**src/rtl/mem_port_arbiter.sv**
```systemverilog
// Shares one single-ported, fixed-latency memory between the PipeCPU fetch (I)
// and data (D) ports. D has priority. A starvation guard forces an I grant.
module mem_port_arbiter #(
  parameter int ADDR_W     = 32,
  parameter int DATA_W     = 32,
  parameter int LATENCY    = 2,
  parameter int STARVE_MAX = 4
) (
  input  logic              clock,
  input  logic              reset,
  input  logic              i_req,
  input  logic [ADDR_W-1:0] i_addr,
  output logic              i_valid,
  output logic [DATA_W-1:0] i_rdata,
  input  logic              d_req,
  input  logic              d_we,
  input  logic [ADDR_W-1:0] d_addr,
  input  logic [DATA_W-1:0] d_wdata,
  output logic              d_valid,
  output logic [DATA_W-1:0] d_rdata,
  output logic              mem_en,
  output logic              mem_we,
  output logic [ADDR_W-1:0] mem_addr,
  output logic [DATA_W-1:0] mem_wdata,
  input  logic [DATA_W-1:0] mem_rdata,
  output logic              busy
);

  localparam int CNT_W = $clog2(LATENCY + 1);
  localparam int SC_W  = $clog2(STARVE_MAX + 1);

  typedef enum logic [1:0] {
    IDLE = 2'd0,
    WAIT = 2'd1,
    DONE = 2'd2
  } state_t;

  state_t            state, state_nx;
  logic [CNT_W-1:0]  cnt, cnt_nx;
  logic [SC_W-1:0]   starve_cnt, starve_nx;
  logic              owner_d, owner_d_nx;
  logic              txn_we, txn_we_nx;

  logic              mem_en_nx, mem_we_nx, i_valid_nx, d_valid_nx, busy_nx;
  logic [ADDR_W-1:0] mem_addr_nx;
  logic [DATA_W-1:0] mem_wdata_nx, i_rdata_nx, d_rdata_nx, rdata_word;
  logic              any_req, starving, grant_i;

  assign any_req    = i_req | d_req;
  assign starving   = (starve_cnt == SC_W'(STARVE_MAX));
  assign grant_i    = i_req & (~d_req | starving);
  assign rdata_word = txn_we ? '0 : mem_rdata;
  assign busy_nx    = (state_nx != IDLE);

  always_comb begin
    // NOTE: every *_nx gets a default before the case, so no path infers a latch.
    state_nx     = state;
    cnt_nx       = cnt;
    owner_d_nx   = owner_d;
    txn_we_nx    = txn_we;
    mem_en_nx    = 1'b0;
    mem_we_nx    = 1'b0;
    mem_addr_nx  = mem_addr;
    mem_wdata_nx = mem_wdata;
    i_valid_nx   = 1'b0;
    d_valid_nx   = 1'b0;
    i_rdata_nx   = i_rdata;
    d_rdata_nx   = d_rdata;

    unique case (state)
      IDLE: begin
        if (any_req) begin
          state_nx  = WAIT;
          cnt_nx    = CNT_W'(LATENCY);
          mem_en_nx = 1'b1;
          if (grant_i) begin
            owner_d_nx   = 1'b0;
            txn_we_nx    = 1'b0;
            mem_addr_nx  = i_addr;
            mem_wdata_nx = '0;
          end else begin
            owner_d_nx   = 1'b1;
            txn_we_nx    = d_we;
            mem_we_nx    = d_we;
            mem_addr_nx  = d_addr;
            mem_wdata_nx = d_wdata;
          end
        end
      end
      WAIT: begin
        // cnt hits zero exactly in the cycle the memory presents its data.
        if (cnt == '0) begin
          state_nx = DONE;
          if (owner_d) begin
            d_valid_nx = 1'b1;
            d_rdata_nx = rdata_word;
          end else begin
            i_valid_nx = 1'b1;
            i_rdata_nx = rdata_word;
          end
        end else begin
          cnt_nx = cnt - CNT_W'(1);
        end
      end
      DONE:    state_nx = IDLE;
      default: state_nx = IDLE;
    endcase
  end

  // Counts D grants made while I is waiting; any idle cycle of i_req forgives.
  always_comb begin
    starve_nx = starve_cnt;
    if (!i_req) begin
      starve_nx = '0;
    end else if (state == IDLE) begin
      if (grant_i) begin
        starve_nx = '0;
      end else if (!starving) begin
        starve_nx = starve_cnt + SC_W'(1);
      end
    end
  end

  always_ff @(posedge clock or posedge reset) begin
    if (reset) begin
      state      <= IDLE;
      cnt        <= '0;
      starve_cnt <= '0;
      owner_d    <= 1'b0;
      txn_we     <= 1'b0;
      mem_en     <= 1'b0;
      mem_we     <= 1'b0;
      mem_addr   <= '0;
      mem_wdata  <= '0;
      i_valid    <= 1'b0;
      i_rdata    <= '0;
      d_valid    <= 1'b0;
      d_rdata    <= '0;
      busy       <= 1'b0;
    end else begin
      // NOTE: non-blocking assignments so every register samples pre-edge values.
      state      <= state_nx;
      cnt        <= cnt_nx;
      starve_cnt <= starve_nx;
      owner_d    <= owner_d_nx;
      txn_we     <= txn_we_nx;
      mem_en     <= mem_en_nx;
      mem_we     <= mem_we_nx;
      mem_addr   <= mem_addr_nx;
      mem_wdata  <= mem_wdata_nx;
      i_valid    <= i_valid_nx;
      i_rdata    <= i_rdata_nx;
      d_valid    <= d_valid_nx;
      d_rdata    <= d_rdata_nx;
      busy       <= busy_nx;
    end
  end

  // Protocol invariants.
  a_valid_exclusive : assert property (@(posedge clock) disable iff (reset)
    !(i_valid && d_valid));
  a_en_single_cycle : assert property (@(posedge clock) disable iff (reset)
    mem_en |=> !mem_en);

endmodule

```
**config.mk**
```make
export PLATFORM = sky130hd
export DESIGN_NAME = mem_port_arbiter
export DESIGN_NICKNAME = d
export VERILOG_FILES = /design/src/rtl/mem_port_arbiter.sv
export SDC_FILE = /design/constraint.sdc
export NUM_CORES = 1
export LEC_CHECK = 0
export CAP_MARGIN = 20
export CORE_ASPECT_RATIO = 1.4
export CORE_MARGIN = 2
export CORE_UTILIZATION = 43
export CTS_CLUSTER_SIZE = 25
export DETAILED_ROUTE_END_ITERATION = 12
export PLACE_DENSITY = 0.84
export REMOVE_ABC_BUFFERS = 1
export SYNTH_ARGS = -nofsm -noshare
export SYNTH_HDL_FRONTEND = slang
export SYNTH_SLANG_ARGS = --single-unit
```
**constraint.sdc**
```tcl
create_clock -name clock -period 5.3 [get_ports clock]
set_clock_uncertainty 0.05 [all_clocks]
set_input_delay 0.53 -clock clock [delete_from_list [all_inputs] [get_ports clock]]
set_output_delay 0.53 -clock clock [all_outputs]
set_load 0.1 [all_outputs]
```
## Word-level counts from Yosys, hierarchy flattened

Index checks and enable logic that the tools add are counted.

- Add/sub/neg operators: 2
- Equal/unequal tests: 6
- Multiplexer cells: 25
- Bitwise logic cells: 5
- Reduce and logical (&&, ||, !) cells: 9

Operators by type and width:

| operator | number |
|---|---|
| 2-to-1 mux 32 bit | 3 |
| 2-to-1 mux 1 bit | 12 |
| 2-to-1 mux 3 bit | 4 |
| AND reduction 3 bit | 3 |
| 2-to-1 mux 2 bit | 4 |
| one-hot mux 2 bit (2 select lines) | 2 |
| zero test 2 bit | 2 |
| inequality test 2 bit (second input constant) | 2 |
| AND reduction 2 bit | 2 |
| nonzero test 2 bit | 2 |
| adder 3 x 1 -> 3 bit (second input constant) | 1 |
| equality test 3 bit (second input constant) | 1 |
| inequality test 3 x 2 -> 1 bit (second input constant) | 1 |
| equality test 2 x 1 -> 1 bit (second input constant) | 1 |
| inequality test 2 x 1 -> 1 bit (second input constant) | 1 |
| NOT 1 bit | 2 |
| OR 1 bit | 2 |
| subtractor 2 x 1 -> 2 bit (second input constant) | 1 |
| AND 1 bit | 1 |

- Register bits: 142
- Output and inout port bits: 133
- Word-level logic and storage cells: 61

## Longest topological paths before layout

- Depth in word-level cells: 6
- Gate-level depth with buffers: 8

## Worst setup path after synthesis

OpenSTA, ideal clock, no wires.

- Path type: register to register
- Start point: register starve_cnt[0]
- End point: register mem_wdata[10]
- Library setup time: 0.075 ns
- Data arrival time: 1.461 ns
- Required time: 5.175 ns
- Slack: 3.714 ns
- Stages on the path, launching flop included: 9
- Cell sequence: dfrtp_1 > inv_1 > ha_1 > a21bo_2 > and2_1 > clkbuf_2 > buf_6 > buf_6 > o2bb2ai_2

- Longest elaborated chain between the ends: 4

RTL lines:

| item | RTL line | text |
|---|---|---|
| from (decl) | 40 | `logic [SC_W-1:0] starve_cnt, starve_nx;` |
| from (signal assigned) | 144 | `starve_cnt <= starve_nx;` |
| equality test 3 bit | 50 | `assign starving = (starve_cnt == SC_W'(STARVE_MAX));` |
| OR 1 bit | 51 | `assign grant_i = i_req & (~d_req \| starving);` |
| AND 1 bit | 51 |  |
| 2-to-1 mux 32 bit | 76 | `if (grant_i) begin` |
| to (signal assigned) | 150 | `mem_wdata <= mem_wdata_nx;` |
| to (decl) | 24 | `output logic [DATA_W-1:0] mem_wdata,` |

No other way between the ends.
A chain may end at the register's enable or synchronous reset.

## Worst setup path after layout

- Start point: input port d_req
- End point: register mem_addr[31]

- Longest elaborated chain between the ends: 4
- Elaborated cells between the ends (all ways): 6
- Those cells by class: mux (1); bitwise (4); reduce/logical (1)

RTL lines:

| item | RTL line | text |
|---|---|---|
| from (decl) | 15 | `input logic d_req,` |
| NOT 1 bit | 51 |  |
| OR 1 bit | 51 |  |
| AND 1 bit | 51 |  |
| 2-to-1 mux 32 bit | 76 |  |
| to (signal assigned) | 149 | `mem_addr <= mem_addr_nx;` |
| to (decl) | 23 | `output logic [ADDR_W-1:0] mem_addr,` |

Several ways; a longest one is shown, not always the timed one.

==> flow_summary.toml <==
[logic_synthesis]
synth_seq_cells = 142
yosysWarningCount = 0
post_synthesis_instance_total = 601
post_synth_num_cell_types = 32
part_of_the_yosys_area_used_for_sequential_elements_pct = 56.63
synth_fa_ha_area_share_pct = 0.5982
synthMuxAreaShare_pct = 0.1595
post_synth.cell_area_avg_sq_um = 10.44
syn_area_sq_um = 6275
post_synth_xor_area_fraction_pct = 0
synth_compound_gate_area_share_pct = 20.14
yosys.area_share.simple_pct = 17.37
synth_top_family_by_area = "compound AO/OA/AOI/OAI gates"

[clock_network]
worst_setup_hold_path_clk_slew_ps = 60
root_buffer = "sky130_fd_sc_hd__clkbuf_16"
number_of_setup_buffers_added_after_cts = 0
cts_made_buffers = 17
level_count_of_the_clock_h_tree = 4
cts_buffer_depth = 2
cts_resized = 0
cts_tree = "done"
clkLatencyLatePin_ps = 410
cts.sinks = 142
cts_hold_buf = 0

[worst_setup_path]
worstPathArrival_ps = 2960
worst_r2r_path_cells = 6
critPathLaunchType = "input port"
end_kind = "register"
kind_of_critical_path = "input port to register"
critical_path.max_fanout = 55
worstPathRequired_ps = 5510

[run_status]
outcome = "completed"

[routing]
dr_drc_count = 0
num_vias = 5542
drt_iter0_markers = 320
detail_route.wl_per_cell_microns = 18.32
postRouteAntennaNets = 0
detail_route.vias_per_cell = 5.339
totalWireLength_microns = 19020
first_pass_iters = 4

[final_layout]
layout-drive-gt1-share_pct = 9.102
layout_common_cells = "sky130_fd_sc_hd__clkdlybuf4s50_1 (265), sky130_fd_sc_hd__dfrtp_1 (142), sky130_fd_sc_hd__o21ai_0 (97), sky130_fd_sc_hd__nand2_1 (68), sky130_fd_sc_hd__nand3_1 (67)"
final_common_cell = "sky130_fd_sc_hd__clkdlybuf4s50_1"
flow.area_growth_from_synthesis_pct = 53.34
final_nets = 970

[timing]
timing.setup.tns_ps = 0
max_clock_freq_mhz = 363.8
max_slew.worst_pin.slew_ps = 1052
timing.final.max_slew_violations = 0
fin_hold_ws_ps = 419.8
finalSetupViolCount = 0
hold_viol_final = 0
post-route-period-util_pct = 51.87
setup_repair_after_global_routing_missed_its_margin = "no"
max_slew_headroom_pct = 29.67
layout_min_cycle_time_ps = 2749

[global_routing]
globalRoute.totalOverflow = 0
grt_first_pass_wirelength_microns = 29850
initial_antenna_violation_count = 3
via_count_of_the_first_global_routing_pass = 5687
track_usage_pct = 24.81
grt_start_max_net_pins = 111

[floorplanning]
fp-row-count = 52
initial_core_util_pct = 43.64
die_area_sq_um = 15590
overall_die_width_microns = 106.1
die_h_microns = 146.9
ios = 266
core_area_sq_um = 14380

[hold_path]
hold_class = "register to register"
hold_depth = 1

[job]
max_cap_violations = 0

[place]
detailedPlacementHpwl_microns = 12810
place_congestion = 0.8744
port-buffer-count = 265
## final cells by class
| cell class | count | area [sq um] |
|---|---|---|
| flip-flops and latches | 142 | 3553 |
| fillers | 1134 | 4757 |
| clock buffers | 23 | 478.0 |
| diodes | 3 | 7.507 |
| multi-input cells | 389 | 2412 |
| repair buffers | 275 | 2763 |
| clock inverters | 8 | 132.6 |
| well taps | 189 | 236.5 |
| inverters | 9 | 38.79 |
## routing by layer
| metal | part of all wire, % | wire length (microns) | vias to the layer above | track usage, % |
|---|---|---|---|---|
| met5 | 0 | 0 | - | 0 |
| met4 | 5.3 | 1004 | 0 | 15.72 |
| met3 | 5.1 | 970 | 65 | 6.389 |
| met2 | 51 | 9768 | 204 | 40.74 |
| met1 | 38 | 7271 | 2653 | 28.76 |
| li1 | - | - | 2620 | - |
## worst max-delay path, stage by stage
cell,delay [ps]
sky130_fd_sc_hd__clkdlybuf4s50_1,460
sky130_fd_sc_hd__a21bo_2,650
sky130_fd_sc_hd__and2_2,410
sky130_fd_sc_hd__buf_4,660
sky130_fd_sc_hd__o211ai_1,190
## cells by family after synthesis
group | Yosys count
buffers and inverters | 70
adders and majority gates | 3
muxes | 1
AOI/OAI and AO/OA | 171
DFF | 142
and+or+nand+nor | 214
## synth_stat cells
cell type / instances / area share [%]
sky130_fd_sc_hd__or2_1: 1 / 0.10
sky130_fd_sc_hd__ha_1: 3 / 0.60
sky130_fd_sc_hd__nor2_4: 1 / 0.18
sky130_fd_sc_hd__nor2_1: 4 / 0.24
sky130_fd_sc_hd__nand4b_1: 1 / 0.14
sky130_fd_sc_hd__nand4bb_1: 1 / 0.18
sky130_fd_sc_hd__clkbuf_2: 1 / 0.080
sky130_fd_sc_hd__nor4b_1: 1 / 0.14
sky130_fd_sc_hd__o211ai_1: 32 / 3.8
sky130_fd_sc_hd__buf_1: 2 / 0.12
sky130_fd_sc_hd__dfrtp_1: 142 / 57
sky130_fd_sc_hd__or2_2: 1 / 0.10
sky130_fd_sc_hd__buf_6: 4 / 0.72
sky130_fd_sc_hd__a21boi_0: 4 / 0.48
sky130_fd_sc_hd__or3b_2: 1 / 0.14
sky130_fd_sc_hd__buf_2: 21 / 1.7
sky130_fd_sc_hd__o21ai_2: 1 / 0.14
sky130_fd_sc_hd__o2bb2ai_2: 29 / 6.9
sky130_fd_sc_hd__nand3_1: 67 / 5.3
sky130_fd_sc_hd__a2bb2oi_1: 1 / 0.14
sky130_fd_sc_hd__nand2_1: 69 / 4.1
sky130_fd_sc_hd__o21ai_0: 97 / 7.7
sky130_fd_sc_hd__nor2b_1: 1 / 0.10
sky130_fd_sc_hd__and2_1: 1 / 0.10
sky130_fd_sc_hd__a21bo_2: 1 / 0.16
sky130_fd_sc_hd__mux2i_1: 1 / 0.16
sky130_fd_sc_hd__o2bb2ai_1: 4 / 0.56
sky130_fd_sc_hd__nand4_1: 32 / 3.2
sky130_fd_sc_hd__nand2b_1: 33 / 3.3
sky130_fd_sc_hd__inv_1: 9 / 0.54
sky130_fd_sc_hd__clkbuf_1: 33 / 2.0
sky130_fd_sc_hd__o21ai_1: 2 / 0.16
## path summary, 6_finish.rpt
| path | endpoint | slack, ps | start |
|---|---|---|---|
| setup / recovery | mem_addr[31] | 2550 | d_req |
| hold / removal | cnt[0] | 420 | cnt[0] |
| setup reg to reg | mem_addr[31] | 2560 | starve_cnt[0] |
| hold reg to reg | cnt[0] | 420 | cnt[0] |
| max in group asynchronous | starve_cnt[0] | 3990 | reset |
| min in group asynchronous | d_rdata[31] | 440 | reset |
## per-stage QoR
step           instance area, sq um  utilization (%)  setup WS, ps  cells
3_3_place_gp                   8946            62.22          2183   1001
2_1_floorplan                  5988                -         910.4    540
3_5_place_dp                   8961            62.32          2145   1002
5_1_grt                        9622            66.92          2380   1038
4_1_cts                        9572            66.57          2563   1033
6_report                       9622            66.92          2551   1038
## sequential cells by signal, indices dropped and copies added (netlist names), 2 cells and up
signal,count
d_rdata,32
i_rdata,32
mem_addr,32
mem_wdata,32
starve_cnt,3
cnt,2
state,2
Power is left out: the tool's default activity adds up to more than one toggle a clock period on the data nets, which glitch-free logic cannot reach.
